$ cat src/rtl/scope_window_stats_pkg.sv
// ============================================================================
// scope_meas_pkg : shared types and helpers for scope_window_stats
// Revision 1.0 - initial release
// ============================================================================
`default_nettype none

package scope_meas_pkg;

  typedef enum logic [0:0] {
    IDLE = 1'b0,
    ACQ  = 1'b1
  } state_t;

  // Running-minimum seed: all-ones so any real sample compares lower.
  function automatic logic [63:0] min_seed(input int width);
    return (64'd1 << width) - 64'd1;
  endfunction

endpackage

`default_nettype wire

$ cat src/rtl/scope_window_stats_chan_extrema.sv
// ============================================================================
// chan_extrema : per-channel running max/min and published max/min/pp
// Revision 1.0 - initial release
// ============================================================================
`default_nettype none

module chan_extrema
  import scope_meas_pkg::*;
#(
  parameter int DATA_SIZE = 12
) (
  input  logic                 clk_i,
  input  logic                 rst_i,
  input  logic                 seed,
  input  logic                 update,
  input  logic                 publish,
  input  logic                 include_sample,
  input  logic [DATA_SIZE-1:0] sample,
  output logic [DATA_SIZE-1:0] volt_max,
  output logic [DATA_SIZE-1:0] volt_min,
  output logic [DATA_SIZE-1:0] volt_pp
);

  localparam logic [DATA_SIZE-1:0] MIN_SEED = DATA_SIZE'(min_seed(DATA_SIZE));

  logic [DATA_SIZE-1:0] run_max;
  logic [DATA_SIZE-1:0] run_min;
  logic [DATA_SIZE-1:0] next_max;
  logic [DATA_SIZE-1:0] next_min;
  logic [DATA_SIZE-1:0] pub_max;
  logic [DATA_SIZE-1:0] pub_min;

  // A trigger publishes the window without its own sample; saturation includes it.
  always_comb begin
    next_max = (sample > run_max) ? sample : run_max;
    next_min = (sample < run_min) ? sample : run_min;
    pub_max  = include_sample ? next_max : run_max;
    pub_min  = include_sample ? next_min : run_min;
  end

  always_ff @(posedge clk_i or posedge rst_i) begin
    if (rst_i) begin
      run_max  <= '0;
      run_min  <= MIN_SEED;
      volt_max <= '0;
      volt_min <= '0;
      volt_pp  <= '0;
    end else begin
      if (seed) begin
        run_max <= sample;
        run_min <= sample;
      end else if (update) begin
        run_max <= next_max;
        run_min <= next_min;
      end
      if (publish) begin
        volt_max <= pub_max;
        volt_min <= pub_min;
        volt_pp  <= pub_max - pub_min;
      end
    end
  end

endmodule

`default_nettype wire

$ cat src/rtl/scope_window_stats.sv
// ============================================================================
// scope_window_stats : multi-channel trigger-window max/min/pp and period
// Revision 1.0 - initial release
// ============================================================================
`default_nettype none

module scope_window_stats
  import scope_meas_pkg::*;
#(
  parameter int DATA_SIZE = 12,
  parameter int CH_NUM    = 2,
  parameter int PERIOD_W  = 20
) (
  input  logic                        clk_i,
  input  logic                        rst_i,
  input  logic                        sample_valid_i,
  input  logic [CH_NUM*DATA_SIZE-1:0] sample_data_i,
  input  logic                        trigger_i,
  output logic [CH_NUM*DATA_SIZE-1:0] volt_max_o,
  output logic [CH_NUM*DATA_SIZE-1:0] volt_min_o,
  output logic [CH_NUM*DATA_SIZE-1:0] volt_pp_o,
  output logic [PERIOD_W-1:0]         period_o,
  output logic                        timeout_o,
  output logic                        result_valid_o
);

  localparam logic [PERIOD_W-1:0] PERIOD_MAX  = '1;
  localparam logic [PERIOD_W-1:0] PERIOD_LAST = {{(PERIOD_W-1){1'b1}}, 1'b0};

  state_t              state;
  logic [PERIOD_W-1:0] count;
  logic                in_acq;
  logic                sat_hit;
  logic                seed;
  logic                update;
  logic                publish;

  // The next non-trigger sample would take the count to all-ones.
  always_comb begin
    in_acq  = (state == ACQ);
    sat_hit = (count == PERIOD_LAST);
    seed    = sample_valid_i && trigger_i;
    update  = sample_valid_i && !trigger_i && in_acq;
    publish = sample_valid_i && in_acq && (trigger_i || sat_hit);
  end

  always_ff @(posedge clk_i or posedge rst_i) begin
    if (rst_i) begin
      state          <= IDLE;
      count          <= '0;
      period_o       <= '0;
      timeout_o      <= 1'b0;
      result_valid_o <= 1'b0;
    end else begin
      result_valid_o <= 1'b0;
      if (sample_valid_i) begin
        if (!in_acq) begin
          if (trigger_i) begin
            count <= PERIOD_W'(1);
            state <= ACQ;
          end
        end else if (trigger_i) begin
          period_o       <= count;
          timeout_o      <= 1'b0;
          result_valid_o <= 1'b1;
          count          <= PERIOD_W'(1);
        end else if (sat_hit) begin
          period_o       <= PERIOD_MAX;
          timeout_o      <= 1'b1;
          result_valid_o <= 1'b1;
          count          <= '0;
          state          <= IDLE;
        end else begin
          count <= count + PERIOD_W'(1);
        end
      end
    end
  end

  for (genvar c = 0; c < CH_NUM; c++) begin : g_chan
    chan_extrema #(
      .DATA_SIZE (DATA_SIZE)
    ) u_chan (
      .clk_i          (clk_i),
      .rst_i          (rst_i),
      .seed           (seed),
      .update         (update),
      .publish        (publish),
      .include_sample (!trigger_i),
      .sample         (sample_data_i[c*DATA_SIZE +: DATA_SIZE]),
      .volt_max       (volt_max_o[c*DATA_SIZE +: DATA_SIZE]),
      .volt_min       (volt_min_o[c*DATA_SIZE +: DATA_SIZE]),
      .volt_pp        (volt_pp_o[c*DATA_SIZE +: DATA_SIZE])
    );
  end

endmodule

`default_nettype wire

$ cat config.mk
export PLATFORM = sky130hd
export DESIGN_NAME = scope_window_stats
export DESIGN_NICKNAME = d
export VERILOG_FILES = /design/src/rtl/scope_window_stats_pkg.sv /design/src/rtl/scope_window_stats_chan_extrema.sv /design/src/rtl/scope_window_stats.sv
export SDC_FILE = /design/constraint.sdc
export NUM_CORES = 1
export LEC_CHECK = 0
export CAP_MARGIN = 15
export CORE_MARGIN = 5
export CORE_UTILIZATION = 56
export CTS_CLUSTER_DIAMETER = 200
export DETAILED_ROUTE_END_ITERATION = 16
export GPL_TIMING_DRIVEN = 0
export HOLD_SLACK_MARGIN = 0.12
export PLACE_DENSITY = 0.79
export SYNTH_ARGS = -nofsm -noshare
export SYNTH_HDL_FRONTEND = slang
export SYNTH_SLANG_ARGS = --single-unit
$ cat constraint.sdc
create_clock -name clk_i -period 6.2 [get_ports clk_i]
set_input_delay 0.93 -clock clk_i [delete_from_list [all_inputs] [get_ports clk_i]]
set_output_delay 0.93 -clock clk_i [all_outputs]
set_load 0.02 [all_outputs]
==> key figures <==
Outcome
  – Outcome: complete, no violations

Synthesis
  – Gate Count Post-Synth: 954
  – Mapped Area: between 8000 and 9000 µm²
  – Synth warn: 0
  – Sequential fraction of the synthesis area: 0.458
  – Syn nets: 1,054
  – Synth Register Bits: 163
  – Syn_area_per_cell: between 9 and 10 µm²
  – Cell variety after synth: 66
  – Synth Flop Type: dfrtp_1
  – Ys async rst share: 1.00
  – Post-synth EDFFs: 0

STA
  – Worst Max-Slew Pin Slew: 0.712 ns
  – Final cycle utilization of the critical path: 0.873
  – Max_slew headroom: 0.520
  – Fmax achieved: 0.185 GHz
  – Endpoints failing setup: 0
  – Final hold violations: 0
  – Pins Over Slew Limit: 0
  – RSZ-0062 raised after global routing: false
  – Tmin final: 5.41 ns
  – Max Clock Skew: 0.00745 ns

CTS
  – Clock tree buffer depth: 2
  – CTS root buf: clkbuf_16
  – CTS tree: built
  – Clock transition at path regs: around 0.07 ns
  – Clk sinks: 163
  – Post-CTS Resized: 0
  – H-tree levels: 4
  – Post-CTS Setup Bufs: 0
  – Cts bufs inserted: 17
  – # hold bufs at CTS: 0
  – Worst skew pair latency: 0.44 ns

Layout
  – Design area: 11,100 µm²
  – Layout cells sized above 1: 0.119
  – Final Non-Filler Cells: 1,324
  – Fill count: between 1,000 and 1,500
  – Nets: approximately 1,200
  – Area Growth Syn to Fin: 24.1%
  – Core Util, Final: 0.706
  – Number of diodes: 0

Critical path
  – Critical Path, Cell by Cell: clkdlybuf4s50_1 -> ha_1 -> a211oi_1 -> o21ai_0 -> a21oi_1 -> o21ai_0 -> nand2_1 -> clkbuf_1 -> nor2_1 -> a21oi_1 -> ha_1 -> nor2b_1 -> o31a_1 -> o41a_1 -> a41oi_2 -> or2b_1 -> xnor2_1 -> o21ai_0
  – Critical-path top delay cell: clkdlybuf4s50_1
  – FF-to-FF setup slack: between 1 and 1.5 ns
  – Worst r2r src: g_chan[1].u_chan.run_min[9]
  – CP endpoint kind: register
  – Crit-path max FO: 10
  – Worst path required time: 6.50 ns
  – Worst path bufs/invs: 2
  – Critical Path AT: 5.71 ns
  – CP startpoint kind: input pin
  – R2r worst-path depth: 18
  – Crit-path max cell delay: about 0.52 ns
  – Most frequent CP cell: o21ai_0
  – Worst setup path category: in -> reg
  – Crit path max-delay family: compound AO/OA/AOI/OAI gates
  – Worst R2R End: g_chan[1].u_chan.volt_pp[9]

Route
  – Post-route ant nets: 0
  – Vias: 7,599
  – DR vias/cell: between 5 and 6
  – DR WL/cell: 17.7 µm
  – Routed WL: 23,400 µm
  – 1st-iter DRT viols: about 500
  – Post-route DRC: 0
  – First drt pass iteration count: 6

Hold path
  – Worst Hold Path EP: g_chan[0].u_chan.volt_max[3]
  – Hold Crit Depth: 2
  – Hold wc startpoint: g_chan[0].u_chan.volt_max[3]
  – Worst min-delay path category: reg -> reg

Job
  – Number of max-cap violations: 0

Placed design
  – HPWL Detailed: 17,100 µm
  – Placer Congestion: slightly above 0.9
  – Count of input and output buffers: 121
  – Placed inst area: about 10,000 µm²
  – Placed Instances: 1,292

GRT
  – Final global-route overflow total: 0
  – Largest net degree at the start of global routing: 110
  – First-pass GRT wire length: 38,400 µm
  – Vias in the first global route: 7,591
  – Total GRT Usage: 0.264
  – Antenna violations before repair: 0

Power and ir drop
  – P_leak: 5.09 nW
  – Design Power: 0.00477 W
  – Pwr/cell area: 428 nW/µm²
  – VDD IR max: between 0.2 and 0.3 mV

Die
  – Die height: 137 µm
  – Core area: 15,800 µm²
  – Core Rows: 46
  – Die area: 18,600 µm²
  – Die X: between 100 and 150 µm
  – # IOs: 122
  – Initial Util: 0.569
metal layers:
| layer | up-vias | GRT usage | part of all wire |
|---|---|---|---|
| li1 | 3585 | - | - |
| met1 | 3689 | 0.366 | 0.44 |
| met2 | 272 | 0.410 | 0.47 |
| met3 | 53 | 0.0507 | 0.062 |
| met4 | 0 | 0.106 | 0.028 |
| met5 | - | 0 | 0 |
cells in the mapped netlist, types with 13 or more instances:
cell type / n / area share
nor2_1: 66 / 0.028
mux2_2: 36 / 0.045
clkbuf_1: 15 / 0.0063
buf_2: 21 / 0.012
nor3_1: 16 / 0.0089
nand3_1: 14 / 0.0078
ha_1: 70 / 0.098
dfrtp_1: 139 / 0.39
dfstp_2: 24 / 0.070
xor2_1: 19 / 0.019
xnor2_1: 16 / 0.016
o21ai_0: 98 / 0.055
a21oi_1: 49 / 0.027
nand4_1: 13 / 0.0091
inv_1: 56 / 0.023
nand2_1: 178 / 0.075
o22a_1: 21 / 0.021
area by class of cell:
type / count / area [µm²] / share of cell area
Tap cell: 216 / 270 / 0.0243
Multi-Input combinational cell: 695 / 4460 / 0.401
Inverter: 57 / 221 / 0.0199
Clock inverter: 15 / 219 / 0.0197
Buffer: 39 / 184 / 0.0165
Timing Repair Buffer: 122 / 1240 / 0.111
Clock buffer: 17 / 425 / 0.0382
Sequential cell: 163 / 4110 / 0.369
cells by family after synthesis:
family / share of synthesized area
and+or+nand+nor: 0.158
AOI/OAI and AO/OA: 0.154
DFF: 0.458
buffers and inverters: 0.0444
adders and majority gates: 0.102
muxes: 0.0486
xor gates and xnor gates: 0.0342
state kept, by name (all words and copies together), names as in the netlist:
name                    cells
count                      20
g_chan.u_chan.run_max      24
g_chan.u_chan.run_min      24
g_chan.u_chan.volt_max     24
g_chan.u_chan.volt_min     24
g_chan.u_chan.volt_pp      24
in_acq                      1
period_o                   20
result_valid_o              1
timeout_o                   1
where the power goes:
part           internal, W  switching (W)
clock             0.000688       0.000477
sequential         0.00135       0.000167
combinational     0.000898        0.00119
through the flow:
step	hold WS (ns)	TNS (ns)	worst slack [ns]
3_5_place_dp	0.461	0	0.432
3_3_place_gp	0.462	-176.79	-1.28
5_1_grt	0.491	0	0.451
6_report	0.480	0	0.788
2_1_floorplan	0.464	0	0.905
4_1_cts	0.478	0	0.854
worst reg2reg max path, cell delays in order, from the launching register on:
cell,delay (ns)
dfstp_2,0.53
inv_1,0.05
ha_1,0.28
a211oi_1,0.29
o21ai_0,0.15
a21oi_1,0.26
o21ai_0,0.16
nand2_1,0.25
clkbuf_1,0.40
nor2_1,0.08
a21oi_1,0.30
ha_1,0.29
nor2b_1,0.14
o31a_1,0.27
o41a_1,0.37
a41oi_2,0.26
or2b_1,0.27
xnor2_1,0.26
o21ai_0,0.14
how the worst max path moves through the flow:
stage	start	to	slack (ns)	depth (start not counted)
after floorplan	rst_i	count[0]	0.90	1
after global placement	rst_i	g_chan[0].u_chan.volt_max[5]	-1.28	2
after detailed placement	sample_data_i[21]	g_chan[1].u_chan.volt_pp[11]	0.43	19
after CTS	sample_data_i[21]	g_chan[1].u_chan.volt_pp[9]	0.85	18
after global routing	sample_data_i[21]	g_chan[1].u_chan.volt_pp[11]	0.45	19
final	sample_data_i[21]	g_chan[1].u_chan.volt_pp[9]	0.79	18
layout by cell type (no fill, tap or decap), types with 3 or more instances in the layout:
master	count
nand2_1	178
dfrtp_1	139
clkdlybuf4s50_1	121
o21ai_0	98
ha_1	70
nor2_1	66
inv_1	55
a21oi_1	49
mux2_2	36
dfstp_2	24
buf_2	21
o22a_1	21
xor2_1	19
clkbuf_16	17
nor3_1	16
xnor2_1	16
clkbuf_1	15
nand3_1	14
nand4_1	13
nand2b_1	11
a31oi_1	10
a211oi_1	6
nor2b_1	5
a21o_1	5
o21bai_1	5
o21a_1	4
inv_8	4
bufinv_16	4
inv_6	4
or3_1	3
and3_1	3
mux2i_1	3
Note: power is estimated with default switching activity, not from simulation.
